[src/rtl/regfile_wb_arbiter_if.sv]
// Valid/ready writeback request channel: one requester into one holding slot.
interface regfile_wb_arbiter_if #(
    parameter int DATA_W = 32
);
    logic              valid;
    logic [4:0]        addr;
    logic [DATA_W-1:0] data;
    logic              ready;

    modport master (output valid, output addr, output data, input ready);
    modport slave  (input valid, input addr, input data, output ready);
endinterface

[src/rtl/regfile_wb_arbiter.sv]
// Two-requester register-file writeback arbiter with one-entry slots,
// starvation protection, same-address ordering and a pending-write mask.
module regfile_wb_arbiter #(
    parameter int STARVE_LIMIT = 3,
    parameter int DATA_W       = 32
) (
    input  logic                 clk,
    input  logic                 reset,
    regfile_wb_arbiter_if.slave  ex,
    regfile_wb_arbiter_if.slave  mem,
    output logic                 wen,
    output logic [4:0]           write_addr,
    output logic [DATA_W-1:0]    write_data,
    output logic [31:0]          pending_mask
);
    localparam logic [3:0] LIMIT = 4'(STARVE_LIMIT);

    logic              s0_v_q, s0_v_d, s1_v_q, s1_v_d;
    logic [4:0]        s0_a_q, s0_a_d, s1_a_q, s1_a_d;
    logic [DATA_W-1:0] s0_dat_q, s0_dat_d, s1_dat_q, s1_dat_d;
    logic              age_q, age_d;
    logic [3:0]        cnt_q, cnt_d;
    logic              wen_q, wen_d;
    logic [4:0]        wa_q, wa_d;
    logic [DATA_W-1:0] wd_q, wd_d;

    logic g0, g1, acc0, acc1, both, same_addr;
    logic [31:0] pm;

    assign both      = s0_v_q && s1_v_q;
    assign same_addr = (s0_a_q == s1_a_q);

    // age_q = 1 means slot 0 was loaded before slot 1
    always_comb begin
        g0 = 1'b0;
        g1 = 1'b0;
        unique case (1'b1)
            (s0_v_q && !s1_v_q): g0 = 1'b1;
            (!s0_v_q && s1_v_q): g1 = 1'b1;
            (both && same_addr): begin
                g0 = age_q;
                g1 = !age_q;
            end
            (both && !same_addr): begin
                g1 = (cnt_q == LIMIT);
                g0 = (cnt_q != LIMIT);
            end
            default: ;
        endcase
    end

    assign ex.ready  = !s0_v_q || g0;
    assign mem.ready = !s1_v_q || g1;
    assign acc0      = ex.valid && ex.ready;
    assign acc1      = mem.valid && mem.ready;

    always_comb begin
        s0_v_d   = s0_v_q && !g0;
        s0_a_d   = s0_a_q;
        s0_dat_d = s0_dat_q;
        s1_v_d   = s1_v_q && !g1;
        s1_a_d   = s1_a_q;
        s1_dat_d = s1_dat_q;
        if (acc0) begin
            s0_v_d   = 1'b1;
            s0_a_d   = ex.addr;
            s0_dat_d = ex.data;
        end
        if (acc1) begin
            s1_v_d   = 1'b1;
            s1_a_d   = mem.addr;
            s1_dat_d = mem.data;
        end
        // a freshly loaded slot is always the younger one; a tie favours slot 1
        age_d = age_q;
        if (acc0)
            age_d = 1'b0;
        else if (acc1)
            age_d = 1'b1;
    end

    always_comb begin
        cnt_d = 4'd0;
        if (s1_v_q && !g1)
            cnt_d = (cnt_q == LIMIT) ? LIMIT : cnt_q + 4'd1;
    end

    always_comb begin
        wen_d = 1'b0;
        wa_d  = wa_q;
        wd_d  = wd_q;
        if (g0) begin
            wen_d = (s0_a_q != 5'd0);
            wa_d  = s0_a_q;
            wd_d  = s0_dat_q;
        end else if (g1) begin
            wen_d = (s1_a_q != 5'd0);
            wa_d  = s1_a_q;
            wd_d  = s1_dat_q;
        end
    end

    always_ff @(posedge clk) begin
        if (reset) begin
            s0_v_q   <= 1'b0;
            s0_a_q   <= 5'd0;
            s0_dat_q <= '0;
            s1_v_q   <= 1'b0;
            s1_a_q   <= 5'd0;
            s1_dat_q <= '0;
            age_q    <= 1'b0;
            cnt_q    <= 4'd0;
            wen_q    <= 1'b0;
            wa_q     <= 5'd0;
            wd_q     <= '0;
        end else begin
            s0_v_q   <= s0_v_d;
            s0_a_q   <= s0_a_d;
            s0_dat_q <= s0_dat_d;
            s1_v_q   <= s1_v_d;
            s1_a_q   <= s1_a_d;
            s1_dat_q <= s1_dat_d;
            age_q    <= age_d;
            cnt_q    <= cnt_d;
            wen_q    <= wen_d;
            wa_q     <= wa_d;
            wd_q     <= wd_d;
        end
    end

    always_comb begin
        pm = 32'd0;
        if (s0_v_q)
            pm[s0_a_q] = 1'b1;
        if (s1_v_q)
            pm[s1_a_q] = 1'b1;
        if (wen_q)
            pm[wa_q] = 1'b1;
        pm[0] = 1'b0;
    end

    assign pending_mask = pm;
    assign wen          = wen_q;
    assign write_addr   = wa_q;
    assign write_data   = wd_q;
endmodule

[src/flat_wrapper.sv]
// flat-port wrapper written by rule: the top's interface ports become plain ports
module regfile_wb_arbiter_flat 
#(
    parameter int STARVE_LIMIT = 3,
    parameter int DATA_W       = 32
)
  (clk, reset, wen, write_addr, write_data, pending_mask, ex_valid, ex_addr, ex_data, ex_ready, mem_valid, mem_addr, mem_data, mem_ready);
  regfile_wb_arbiter_if #(.DATA_W(DATA_W)) ex_i ();
  regfile_wb_arbiter_if #(.DATA_W(DATA_W)) mem_i ();
  input  logic clk;
  input  logic reset;
  output logic wen;
  output logic [4:0] write_addr;
  output logic [DATA_W-1:0] write_data;
  output logic [31:0] pending_mask;
  input wire logic [$bits(ex_i.valid)-1:0] ex_valid;
  input wire logic [$bits(ex_i.addr)-1:0] ex_addr;
  input wire logic [$bits(ex_i.data)-1:0] ex_data;
  output wire logic [$bits(ex_i.ready)-1:0] ex_ready;
  input wire logic [$bits(mem_i.valid)-1:0] mem_valid;
  input wire logic [$bits(mem_i.addr)-1:0] mem_addr;
  input wire logic [$bits(mem_i.data)-1:0] mem_data;
  output wire logic [$bits(mem_i.ready)-1:0] mem_ready;
  assign ex_i.valid = ex_valid;
  assign ex_i.addr = ex_addr;
  assign ex_i.data = ex_data;
  assign ex_ready = ex_i.ready;
  assign mem_i.valid = mem_valid;
  assign mem_i.addr = mem_addr;
  assign mem_i.data = mem_data;
  assign mem_ready = mem_i.ready;
  regfile_wb_arbiter #(.STARVE_LIMIT(STARVE_LIMIT), .DATA_W(DATA_W)) u_core (.clk(clk), .reset(reset), .ex(ex_i), .mem(mem_i), .wen(wen), .write_addr(write_addr), .write_data(write_data), .pending_mask(pending_mask));
endmodule
[config.mk]
export PLATFORM = sky130hd
export DESIGN_NAME = regfile_wb_arbiter_flat
export DESIGN_NICKNAME = d
export VERILOG_FILES = /design/src/rtl/regfile_wb_arbiter_if.sv /design/src/rtl/regfile_wb_arbiter.sv /design/src/flat_wrapper.sv
export SDC_FILE = /design/constraint.sdc
export NUM_CORES = 1
export LEC_CHECK = 0
export CORE_AREA = 2 2 164 166
export CTS_BUF_LIST = sky130_fd_sc_hd__clkbuf_8
export DETAILED_ROUTE_END_ITERATION = 10
export DIE_AREA = 0 0 166 168
export GPL_TIMING_DRIVEN = 1
export PLACE_DENSITY = 0.5
export SLEW_MARGIN = 20
export SYNTH_ARGS = -nofsm -noshare
export SYNTH_HDL_FRONTEND = slang
export SYNTH_SLANG_ARGS = --single-unit
[constraint.sdc]
create_clock -name clk -period 1.8 [get_ports clk]
set_input_delay 0.36 -clock clk [delete_from_list [all_inputs] [get_ports clk]]
set_output_delay 0.36 -clock clk [all_outputs]
set_load 0.005 [all_outputs]
# ---- Yosys cells after proc, flatten, opt, wreduce, memory -nomap -nowiden
# Index checks and enable logic that the tools add are counted.
dict set report totals {
  register_bits 119
  in_bits 78
  out_inout_bits 72
  word_cells 71
}
dict set report op_classes {
  n_addsub 1
  n_lt_le_gt_ge 6
  eq_ne 3
  n_mux 20
  bitwise 3
  n_reduce_logical 26
}
# op n
set op_table {}
lappend op_table {{32-bit two-way mux} 5}
lappend op_table {{32-bit bitwise OR} 2}
lappend op_table {{5-bit by 6-bit < comparator with 1-bit output, second input constant} 3}
lappend op_table {{1-bit demux with 5-bit select} 3}
lappend op_table {{5-bit by 1-bit >= comparator with 1-bit output, second input constant} 3}
lappend op_table {{1-bit logical AND} 12}
lappend op_table {{5-bit two-way mux} 2}
lappend op_table {{5-bit nonzero test} 2}
lappend op_table {{1-bit two-way mux} 7}
lappend op_table {{1-bit logical NOT} 6}
lappend op_table {{1-bit case mux with 3 select lines} 2}
lappend op_table {{5-bit equality test} 1}
lappend op_table {{4-bit by 1-bit adder with 4-bit output, second input constant} 1}
lappend op_table {{4-bit by 2-bit equality test with 1-bit output, second input constant} 1}
lappend op_table {{4-bit by 2-bit inequality test with 1-bit output, second input constant} 1}
lappend op_table {{2-bit OR reduction} 2}
lappend op_table {{3-bit OR reduction} 1}
lappend op_table {{1-bit logical OR} 2}
lappend op_table {{2-bit two-way mux} 1}
lappend op_table {{2-bit nonzero test} 1}
lappend op_table {{1-bit NOT} 1}

# ---- Logic depth before layout (Yosys ltp)
# Gate-level depths: netlist (run 1).
dict set report depth {
  word_depth 9
  ltp_mapped 8
}

# ---- Worst setup path before layout (run 1)
# OpenSTA, ideal clock, no wires.
dict set report synth_timing {
  path_type {reg-to-output}
  from {register u_core.s1_v_q}
  to {output port pending_mask[5]}
  t_arrival_ns 1.615
  required_ns 1.440
  slack_ns -0.175
  path_stages_with_launch 8
  n_path_buf 3
  cell_sequence {dfxtp_1 > buf_2 > clkbuf_1 > clkbuf_1 > nand2_1 > nor2_1 > a22oi_1 > nand2_1}
}
dict set report synth_via {
  elab_chain_cells 3
}
# element line
set synth_lines {}
lappend synth_lines {{from (decl)} regfile_wb_arbiter.sv:18} ;# logic s0_v_q, s0_v_d, s1_v_q, s1_v_d;
lappend synth_lines {{from (signal assigned)} regfile_wb_arbiter.sv:120} ;# s1_v_q <= s1_v_d;
lappend synth_lines {{32-bit two-way mux (*)} regfile_wb_arbiter.sv:135} ;# if (s1_v_q)
lappend synth_lines {{32-bit bitwise OR (no line)} -}
lappend synth_lines {{32-bit two-way mux (*)} regfile_wb_arbiter.sv:137} ;# if (wen_q)
lappend synth_lines {{to (decl)} flat_wrapper.sv:15} ;# output logic [31:0] pending_mask;
# Every way passes the cells marked *; elsewhere a longest branch is shown, timed or not.

# ---- Worst setup path in the final report (run 1)
dict set report layout_timing {
  from {register u_core.s1_a_q[0]}
  to {output port ex_ready}
}
dict set report layout_via {
  elab_chain_cells 5
  word_cells_on_any_way 6
  cone_classes {eq/ne: 1; mux: 1; reduce/logical: 4}
}
# element line
set layout_lines {}
lappend layout_lines {{from (decl)} regfile_wb_arbiter.sv:19} ;# logic [4:0] s0_a_q, s0_a_d, s1_a_q, s1_a_d;
lappend layout_lines {{from (signal assigned)} regfile_wb_arbiter.sv:109} ;# s1_a_q <= 5'd0;
lappend layout_lines {{from (signal assigned)} regfile_wb_arbiter.sv:121} ;# s1_a_q <= s1_a_d;
lappend layout_lines {{5-bit equality test (*)} regfile_wb_arbiter.sv:31} ;# assign same_addr = (s0_a_q == s1_a_q);
lappend layout_lines {{1-bit logical NOT} regfile_wb_arbiter.sv:44} ;# (both && !same_addr): begin
lappend layout_lines {{1-bit logical AND} regfile_wb_arbiter.sv:44}
lappend layout_lines {{1-bit case mux with 3 select lines (*)} regfile_wb_arbiter.sv:37} ;# unique case (1'b1)
lappend layout_lines {{1-bit logical OR (*)} regfile_wb_arbiter.sv:52} ;# assign ex.ready = !s0_v_q || g0;
lappend layout_lines {{to (decl)} flat_wrapper.sv:19} ;# output wire logic [$bits(ex_i.ready)-1:0] ex_ready;
# Marks and branches as above.

==> results.ini, run 1 <==
[yosys]
async_flop_share = 0
synth.distinct_cells = 43
syn_avg_cell_area_um2 = 8.28
synth_largest_area_cell = dfxtp_1
syn-num-nets = 826
netlist_top_cells_area = dfxtp_1, nand2_1, mux2i_1
netlist_area_um2 = 6180
synth_warnings = 0
synth_top_area_frac = 0.385
synth-edff-count = 0
ys_seq_elements = 119
synth-main-ff-cell = dfxtp_1
synth_cells = 747
synth.yosys.seq_area_share = 0.385

[cells_and_area]
layout-drive-gt1-share = 0.396
final_cell_mix = nand2_1, clkdlybuf4s50_1, dfxtp_1
area_growth_pct = 83.7
fin_nets = 1138
fin_area_um2 = 11400
final_cells = 1412
final_common_cell = nand2_1
antenna_cells = 0

[route]
vias = 6646
postRouteAntennaNets = 0
post-route-drc-count = 0
via_per_inst = 4.71
firstDrtPassIters = 5
drt-total-wl_um = 25100
drt_iter0_markers = 374
wl_per_cell_um = 17.8

[timing]
period_needed_ns = 2.23
fmax_mhz = 448
fin_crit_sh = 1.24
hold_ws_ns = 0.353
final_hold_viol_count = 0
grt_setup_unrepaired = yes
setup_viol = 150
worstMarginPinSlew_ns = 0.531
drv_slew = 0
slew_headroom = 0.646
fin_skew_ns = 0.0161
worst_slack_ns = -0.434

[clock_tree]
clock_path_buffers = 2
clk_latency_ns = 0.44
cts_tree = done
h-tree-depth = 4
cts_buffers = 17
cts_hold_buf = 0
path_clk_slew_ns = 0.07
ctsRootBufferMaster = clkbuf_8
cts.sinks = 119

[flow_run]
maxCapViolations = 0

[run_status]
violations = negative setup slack
outcome = complete, but fails checks

[min_path]
min_path_type = in2reg
holdPathEnd = u_core.s0_dat_q[11]$_SDFFE_PP0P_
hold_start = reset
hold_depth = 4

[pwr]
max-vdd-ir-drop_v = 0.000356
power_leakage_nw = 4.91
pwr-share-comb = 0.270
finalPower_mw = 7.62
p_int_mw = 5.44
p_sw_frac = 0.287
clock_power_share = 0.341
seqPwrFrac = 0.389
p_sw_mw = 2.19
power_density_nw_per_um2 = 671

[critical_path]
r2r-start = u_core.s1_a_q[0]$_SDFFE_PP0P_
worstPathMaxFanout = 2
crit_arrival_ns = 1.87
end_kind = output port
worst_ep_required_time_ns = 1.44
r2r_slack_ns = -0.42
reg2reg_depth = 11
timing_worst_setup_path_type = reg2out
r2r_end = u_core.s0_dat_q[1]$_SDFFE_PP0P_
worst_setup_path_start_kind = flop

[die]
die_x_um = 166
io_pins = 150
core.rowCount = 60
fp.dieArea_um2 = 27900
start_util = 0.235
core_area_um2 = 26400
die_y_um = 168

[global_routing]
antenna_found_initial = 0
grt_pass1_vias = 6446
track_usage = 0.168
grt_pass1_wl_um = 36700
grt-ovfl-total = 0
grt_max_degree = 68

[place]
place_congestion = 0.783
post_dp_cell_area_um2 = 8590
place_hpwl_um = 13600
dp.cells = 1258
io_buffers = 148

[cell type report]
cell class | count | area (um2)
clock buffers | 19 | 262
clock inverters | 12 | 151
fillers | 2473 | 15000
inverters | 7 | 28.8
multi-input cells | 553 | 4260
flip-flops and latches | 119 | 2430
well taps | 341 | 427
repair buffers | 361 | 3800
[power by group through the flow]
| stage | sequential, mW | clock, mW | combinational (mW) |
|---|---|---|---|
| after global routing | 2.99 | 2.80 | 2.19 |
| after global placement | 3.01 | 0 | 1.35 |
| final | 2.96 | 2.60 | 2.06 |
| after floorplan | 2.96 | 0 | 0.699 |
| after CTS | 2.95 | 2.68 | 1.87 |
| after detailed placement | 3.01 | 0 | 1.35 |
[how the worst max path moves through the flow]
stage | startpoint | endpoint | slack (ns) | cells past startpoint
finish | u_core.s1_a_q[0]$_SDFFE_PP0P_ | ex_ready | -0.43 | 6
global route | u_core.s1_a_q[0]$_SDFFE_PP0P_ | ex_ready | -0.54 | 6
CTS | u_core.s1_a_q[3]$_SDFFE_PP0P_ | ex_ready | -0.46 | 5
detailed placement | u_core.s0_a_q[0]$_SDFFE_PP0P_ | ex_ready | -0.29 | 5
global placement | u_core.s0_a_q[4]$_SDFFE_PP0P_ | ex_ready | -0.29 | 5
floorplan | u_core.s0_a_q[1]$_SDFFE_PP0P_ | u_core.write_data[10]$_SDFFE_PP0P_ | -0.01 | 8
[sequential cells by signal, summed over array words and instances, names as in the netlist]
name / flops
u_core.write_data: 32
u_core.age_q: 1
u_core.s1_dat_q: 32
u_core.write_addr: 5
u_core.s0_v_q: 1
u_core.cnt_q: 4
u_core.wen: 1
u_core.s1_v_q: 1
u_core.s0_dat_q: 32
u_core.s0_a_q: 5
u_core.s1_a_q: 5
[synth_stat cells (4+ instances only)]
master	count
nor2b_1	37
a21oi_1	4
clkbuf_1	48
o21ai_0	4
nand2_1	218
inv_1	6
nand3_1	4
a22oi_1	29
buf_2	11
buf_4	5
nor2_1	49
a211oi_1	36
o221a_2	36
mux2i_1	75
nor3b_1	13
and3_1	9
and3b_1	7
dfxtp_1	119
[stage by stage]
step                utilization  worst slack [ns]  setup TNS [ns]
global placement          0.326            -0.295          -13.53
finish                    0.431            -0.434          -43.86
detailed placement        0.326            -0.295          -14.37
floorplan                     -           -0.0133          -0.429
CTS                       0.402            -0.457          -43.43
global route              0.431            -0.541          -56.86
[critical path, stage by stage, from the launching register on]
cell and delay [ns]:
dfxtp_4 0.34, buf_6 0.12, xnor2_4 0.13, nand2_2 0.09, or4_4 0.49, o31a_1 0.14, buf_2 0.14
[logic make-up (layout without fill, tap and decap cells)]
| group | after synthesis | count (layout) | share of synthesized area |
|---|---|---|---|
| AO/OA/AOI/OAI | 118 | 118 | 0.166 |
| XOR/XNOR | 6 | 6 | 0.0128 |
| adder cells (fa/ha/maj) | 1 | 1 | 0.00202 |
| buffers and inverters | 75 | 399 | 0.0569 |
| flip-flops | 119 | 119 | 0.385 |
| multiplexers | 75 | 75 | 0.121 |
| other | 1 | 1 | 0.000607 |
| AND/OR/NAND/NOR | 352 | 352 | 0.255 |
[layer usage]
| layer | track usage | routed length (um) | vias to the layer above |
|---|---|---|---|
| li1 | - | - | 3236 |
| met5 | 0 | 0 | - |
| met4 | 0.0586 | 599 | 0 |
| met2 | 0.282 | 12000 | 212 |
| met3 | 0.0247 | 952 | 43 |
| met1 | 0.220 | 11500 | 3155 |
[repair_timing]
action	4_1_cts	5_1_grt
pin swaps	57	72
resized for setup	293	114
setup endpoints to repair	143	153
gates cloned	15	4
buffers inserted	80	44
Note: power is estimated with default switching activity, not from simulation.
==> run 2: changes to the inputs <==
- CORE_AREA: 2 2 164 166 -> 2 2 136 138
- DIE_AREA: 0 0 166 168 -> 0 0 138 140
- PLACE_DENSITY: 0.5 -> 0.66
- SLEW_MARGIN: 20 -> not set
==> results.ini, run 2 (synthesized netlist as in run 1, its figures left out) <==
[timing]
hold_ws_ns = 0.386  ; +0.0324 ns
worst_slack_ns = -0.414  ; +0.0204 ns
drv_slew = 0  ; unchanged
fin_crit_sh = 1.23  ; -0.0114
grt_setup_unrepaired = yes
fin_skew_ns = 0.0109  ; -0.00514 ns
fmax_mhz = 452  ; +0.92%
worstMarginPinSlew_ns = 0.513  ; -0.0182 ns
period_needed_ns = 2.21  ; -0.0204 ns
final_hold_viol_count = 0  ; unchanged
slew_headroom = 0.658  ; +0.0122
setup_viol = 146  ; -2.7%

[clock_tree]
ctsRootBufferMaster = clkbuf_8
path_clk_slew_ns = 0.07  ; about the same
cts.sinks = 119  ; unchanged
cts_tree = done
cts_buffers = 17  ; unchanged
clk_latency_ns = 0.44  ; about the same
h-tree-depth = 4  ; unchanged
clock_path_buffers = 2  ; unchanged

[cells_and_area]
n_fill_cell = 1498  ; -39%
area_growth_pct = 67.6
antenna_cells = 0  ; unchanged
fin_area_um2 = 10400  ; -8.8%
fin_nets = 1096  ; -3.7%
post-route-util = 0.583  ; +0.152
final_cell_mix = nand2_1, clkdlybuf4s50_1, dfxtp_1
layout-drive-gt1-share = 0.365  ; -0.0308
final_common_cell = nand2_1

[route]
drt-total-wl_um = 22900  ; -8.7%
vias = 6628  ; -0.27%
post-route-drc-count = 0  ; unchanged
postRouteAntennaNets = 0  ; unchanged
via_per_inst = 5.26  ; +12%
drt_iter0_markers = 393  ; +5.1%
wl_per_cell_um = 18.2  ; +2.4%
firstDrtPassIters = 6  ; +1

[critical_path]
worstPathMaxFanout = 2  ; unchanged
worstSetupStartpoint = u_core.s1_a_q[0]$_SDFFE_PP0P_
r2r-start = u_core.s1_a_q[0]$_SDFFE_PP0P_
worst_ep_required_time_ns = 1.44  ; about the same
timing_worst_setup_path_type = reg2out
crit_arrival_ns = 1.85  ; -0.02 ns
end_kind = output port
worst_setup_path_start_kind = flop
r2r_slack_ns = -0.32  ; +0.10 ns
r2r_end = u_core.write_addr[4]$_SDFFE_PP0P_
reg2reg_depth = 10  ; -1

[min_path]
hold_start = reset
min_path_type = in2reg
holdPathEnd = u_core.s0_a_q[1]$_SDFFE_PP0P_
hold_depth = 4  ; unchanged

[die]
core.rowCount = 49  ; -18%
die_y_um = 140  ; -17%
start_util = 0.348  ; +0.113
io_pins = 150  ; unchanged
core_area_um2 = 17800  ; -33%
fp.dieArea_um2 = 19300  ; -31%
die_x_um = 138  ; -17%

[global_routing]
antenna_found_initial = 0  ; unchanged
track_usage = 0.218  ; +0.0498
grt-ovfl-total = 0  ; unchanged
grt_pass1_vias = 6505  ; +0.92%
grt_max_degree = 62  ; -8.8%
grt_pass1_wl_um = 33700  ; -8.1%

[pwr]
max-vdd-ir-drop_v = 0.000397  ; +11%
power_leakage_nw = 4.55  ; -7.2%
power_density_nw_per_um2 = 671  ; about the same

[place]
post_dp_cell_area_um2 = 8480  ; -1.3%
place_hpwl_um = 12500  ; -8.4%
io_buffers = 148  ; unchanged
place_congestion = 0.859  ; +9.7%

[run_status]
violations = negative setup slack
outcome = complete, but fails checks

[flow_run]
maxCapViolations = 0  ; unchanged

## run 2: critical path: stages, from the launching register on
cell and delay, ns:
dfxtp_4 0.37, xnor2_4 0.18, nand2_2 0.07, or4_4 0.53, o31a_1 0.14, buf_2 0.14
## run 2: worst max path at each step
stage | to | slack (ns)
2_1_floorplan | u_core.write_data[10]$_SDFFE_PP0P_ | -0.01
3_3_place_gp | ex_ready | -0.27
3_5_place_dp | ex_ready | -0.29
4_1_cts | ex_ready | -0.41
5_1_grt | ex_ready | -0.49
6_report | ex_ready | -0.41
## run 2: layout make-up
type	instances	area, um2	share of cell area
Clock buffer	22	303	0.0292
Multi-Input combinational cell	553	4000	0.386
Clock inverter	10	55.1	0.00531
Sequential cell	119	2430	0.234
Tap cell	229	287	0.0277
Timing Repair Buffer	319	3260	0.315
Inverter	7	28.8	0.00278
## run 2: metrics by stage
step	setup TNS [ns]	power (mW)	setup WS, ns	instances
3_3_place_gp	-9.68	4.34	-0.269	1145
6_report	-32.65	6.95	-0.414	1259
2_1_floorplan	-0.429	3.66	-0.0133	747
4_1_cts	-19.34	6.83	-0.406	1241
5_1_grt	-41.07	7.24	-0.490	1259
3_5_place_dp	-9.99	4.35	-0.291	1145
## run 2: routing by layer
metal  track usage  routed length [um]
met2         0.369               11100
met4        0.0988                 676
met5             0                   0
met1         0.266                9860
met3        0.0462                1240
## run 2: what timing repair did
action | CTS | global route
pin swaps | 56 | 25
cloned | 9 | 2
hold buffers | 0 | 0
setup endpoints to repair | 143 | 143
gates resized for setup | 275 | 56
buffers inserted | 62 | 21
## run 2: where the power goes
part	total [mW]	switching [mW]	leakage [nW]	internal [mW]
registers	2.96	0.143	0.991	2.82
clock network	2.19	1.07	0.194	1.11
logic	1.80	0.787	3.37	1.02
==> RTL edit 1 (settings of run 2) <==
Make the reset (`reset`) asynchronous in one clocked block.
--- a/src/rtl/regfile_wb_arbiter.sv
+++ b/src/rtl/regfile_wb_arbiter.sv
@@ -102,3 +102,3 @@
 
-    always_ff @(posedge clk) begin
+    always_ff @(posedge clk or posedge reset) begin
         if (reset) begin
Function: differs if reset is asserted again (counterexample within 4 cycles, from zero or initial values and one cycle with reset high); with reset held inactive, the same outputs for 4 cycles.
==> RTL edit 1 against run 2 <==
  * The run still ends with negative setup slack left
  * Via count down 23%
  * Sequential share of layout area increased by 7.5 points
  * Synthesized cell count shrank 30%
  * Global-route usage fell by 3.0 points
  * Cell area is 6.8% lower
  * Non-clock buffer count is 29 lower
  * Sequential cell count stayed put
  * Critical path type is now reg -> reg
  * Setup slack lost 300 ps
  * Synthesized area fell by 6.9%
  * Core utilization is 4.0 points lower
  * Wire length down 18%
  * Critical endpoint is now u_core.s1_dat_q[30]$_DFFE_PP0P_
Power is not compared: it rests on default switching activity, and its combinational part moved more than twofold at a synthesized area within 25%.
==> RTL edit 1: results (changes against run 2) <==
Avg Vias per Cell 4.95 (-5.9%); met2 Usage GRT 0.323 (-0.0466); GR Util met3 0.0417 (-0.00444); commonest cells in the synthesized netlist 119 x dfrtp_1, 73 x nand2_1, 48 x nor2_1; multiplexer share of the synthesized area 0.209 (+0.0880); Setup Skew 11.0 ps (+0.0982 ps); final net count 871 (-21%); violated checks negative setup slack; outcome complete, but fails checks; largest net degree at the start of global routing 74 (+19%); GP Congestion 0.819 (-4.6%); first-pass GRT wire length 28,700 microns (-15%); Yosys cell types 39 (-9.3%); DP HPWL 11,700 microns (-6.2%); worst min path class in -> async; worst setup slack after placement -570 ps (-279 ps); post-synthesis compound-gate area fraction 0.0863 (-0.0794); GR Layer Usage met1 0.235 (-0.0307); antenna cells 0 (unchanged); Iter 0 DRT Violations 213 (-46%); layout cells sized above 1 0.436 (+0.0710); crit-path max FO 5 (+3); top cells by area, synth dfrtp_1 52%, mux2_2 9.2%, mux2i_1 6.3%, mux2_1 5.5%, nand2_1 4.8%; final hold slack 373 ps (-12.6 ps); cell count after synthesis 524 (-30%); yosys warns 0 (unchanged); CTS Root Buffer Type clkbuf_8; vias in the first global route 5,246 (-19%); final setup fails 152 (+4.1%); CTS H-tree lvls 4 (unchanged); setup ws final -710 ps (-296 ps); register area share after synthesis 0.518 (+0.132); Mapped Nets 603 (-27%); final wirelength 18,900 microns (-18%); Post-Place Cells 934 (-18%)
[RTL edit 1: changes by cell type after synthesis, sizes merged, moves of 36 or more]
cell	before	now
mux2	0	75
nor2b	37	0
mux2i	75	36
o221a	36	0
a211oi	36	0
dfxtp	119	0
dfrtp	0	119
nand2	219	73
[RTL edit 1: worst min-delay path, cell delays in order]
cell and delay (ps):
clkdlybuf4s50_1 440, clkinvlp_4 120, buf_12 250
[RTL edit 1: timing repair]
item                       4_1_cts  5_1_grt
gates resized for setup        204       69
setup endpoints to repair      152      158
gates cloned                     9        3
pin swaps                       25       28
buffers inserted                31       31
[RTL edit 1: layer usage]
metal	vias up	wire length (microns)
li1	2383	-
met1	2534	8140
met2	173	9440
met3	33	863
met4	0	447
met5	-	0
[RTL edit 1: path summary, 6_finish.rpt]
path	from	to	cells past startpoint
worst max-delay path	u_core.s0_a_q[2]$_DFFE_PP0P_	u_core.s1_dat_q[30]$_DFFE_PP0P_	8
worst min-delay path	reset	u_core.s0_dat_q[5]$_DFFE_PP0P_	3
worst max register to register	u_core.s0_a_q[2]$_DFFE_PP0P_	u_core.s1_dat_q[30]$_DFFE_PP0P_	8
worst min register to register	u_core.s1_dat_q[30]$_DFFE_PP0P_	u_core.s1_dat_q[30]$_DFFE_PP0P_	1
max in group asynchronous	reset	u_core.write_addr[1]$_DFFE_PP0P_	3
min in group clk	u_core.s1_dat_q[30]$_DFFE_PP0P_	u_core.s1_dat_q[30]$_DFFE_PP0P_	1
[RTL edit 1: area by class of cell]
type | count | area (sq um)
clock inverter | 13 | 131
sequential | 119 | 2980
clock buffer | 19 | 262
timing repair buffer | 290 | 2900
multi-input combinational | 360 | 3080
fill | 1501 | 8130
inverter | 4 | 18.8
tap | 229 | 287
==> RTL edit 2 (settings of run 2) <==
Without the edit above. `DATA_W` is set to 32 in 3 places; all go to 28.
--- a/src/rtl/regfile_wb_arbiter_if.sv
+++ b/src/rtl/regfile_wb_arbiter_if.sv
@@ -2,3 +2,3 @@
 interface regfile_wb_arbiter_if #(
-    parameter int DATA_W = 32
+    parameter int DATA_W = 28
 );
--- a/src/rtl/regfile_wb_arbiter.sv
+++ b/src/rtl/regfile_wb_arbiter.sv
@@ -4,3 +4,3 @@
     parameter int STARVE_LIMIT = 3,
-    parameter int DATA_W       = 32
+    parameter int DATA_W       = 28
 ) (
--- a/src/flat_wrapper.sv
+++ b/src/flat_wrapper.sv
@@ -4,3 +4,3 @@
     parameter int STARVE_LIMIT = 3,
-    parameter int DATA_W       = 32
+    parameter int DATA_W       = 28
 )
Ports: changed (resized ex_data, mem_data and write_data); port bits go from 150 to 138. The function was not compared with the original's and may differ.
==> RTL edit 2 against run 2 <==
  * The flow still finishes with violations (negative setup slack)
  * Synthesized area shrank 8.3%
  * Setup slack gained 88 ps
  * Sequential cell count is 12 lower
  * Cell area shrank 7.2%
  * Via count decreased by 6.0%
  * Total power shrank 14%
  * Count of clock-buffer cells in the layout down 12
  * Wire length fell by 2.0%
==> RTL edit 2: results (changes against run 2) <==
multi-input gates 518 (-6.3%); largest delay contributor family on the critical path flip-flops; IO buf count 136 (-8.1%); reg2reg path depth 8 (-2); #FFs+latches synth 107 (-10%); TritonCTS buffer count 9 (-8); drt pass-1 iters 5 (-1); area occupied by multi-input gates 3800 sq um (-5.0%); XOR/XNOR share of the synthesized area 0.0139 (+0.00115); Max IR drop VDD 338 uV (-15%); multiplexer share of the synthesized area 0.118 (-0.00316); vias in the first global route 6,002 (-7.7%); Non-clock inverters 8 (+1); top cells by area, synth dfxtp_1 38%, nand2_1 14%, mux2i_1 12%, o221a_1 5.8%, a211oi_1 4.4%; latest clock arrival within the worst-skew pair 400 ps (-40 ps); Reg clk slew, reported paths 110 ps (+40 ps); PwrDens 624 nW/um^2 (-7.0%); Lkg Pwr 0.00419 uW (-7.9%); DR WL/cell 18.9 microns (+3.8%); post-synthesis compound-gate area fraction 0.169 (+0.00371); first-pass GRT wire length 32,100 microns (-4.9%); GP Congestion 0.880 (+2.4%); worst setup path endpoint pending_mask[27]; NonClk Buf Share 0.321 (+0.00632); Setup Skew 12.7 ps (+1.77 ps); Post-Synth Adder-Cell Area 0.00221 (+0.000183); commonest cells in the synthesized netlist 204 x nand2_1, 107 x dfxtp_1, 67 x mux2i_1; placed instance area 7790 sq um (-8.2%); worst r2r dst u_core.write_data[8]$_SDFFE_PP0P_; Critical Path Max Stage Delay 410 ps (-120 ps); cell count after synthesis 690 (-7.6%); Mapped Nets 761 (-7.9%); Iter 0 DRT Violations 349 (-11%); Total GRT Usage 0.206 (-0.0115); setup ws final -326 ps (+87.7 ps); violated checks negative setup slack; post-CTS sizing 264 (-4.0%); largest net degree at the start of global routing 46 (-26%); fill count 1,541 (+2.9%); Slowest cell on crit path dfxtp_4; CLK BUF 10 (-55%); final net count 1,026 (-6.4%); Layout Cells excl Fill 1,189 (-5.6%); worst flop-to-flop path startpoint u_core.s1_a_q[3]$_SDFFE_PP0P_; final setup fails 136 (-6.8%); Plain + repair buffers 311 (-2.5%); setup tns final -25,450 ps (+7200 ps); final-layout clock-cell area share 0.0217 (-0.0128); outcome complete, but fails checks; register area share after synthesis 0.378 (-0.00759); layout cells sized above 1 0.358 (-0.00672); initial antenna violation count 1 (+1); DP HPWL 12,100 microns (-3.4%); Post-Place Cells 1,087 (-5.1%); crit-path max FO 5 (+3)
==> RTL edit 2: how the worst min path moves through the flow <==
stage / endpoint / slack, ps / cells past startpoint
4_1_cts: u_core.write_addr[2]$_SDFFE_PP0P_ / 390 / 3
6_report: u_core.write_addr[1]$_SDFFE_PP0P_ / 400 / 3
5_1_grt: u_core.write_addr[2]$_SDFFE_PP0P_ / 420 / 3
3_5_place_dp: u_core.s0_dat_q[11]$_SDFFE_PP0P_ / 450 / 2
2_1_floorplan: u_core.s0_dat_q[26]$_SDFFE_PP0P_ / 430 / 2
3_3_place_gp: u_core.s0_dat_q[23]$_SDFFE_PP0P_ / 440 / 2
==> RTL edit 2: power by group <==
group,switching [uW],internal [uW]
registers,144,2530
clock network,902,694
logic,764,964
==> RTL edit 2: layer usage <==
layer  vias to the layer above  track usage  part of all wire
met5                         -            0                 0
met4                         0       0.0655             0.025
met3                        51       0.0373             0.060
met2                       249        0.355              0.49
met1                      2996        0.262              0.42
li1                       2932            -                 -
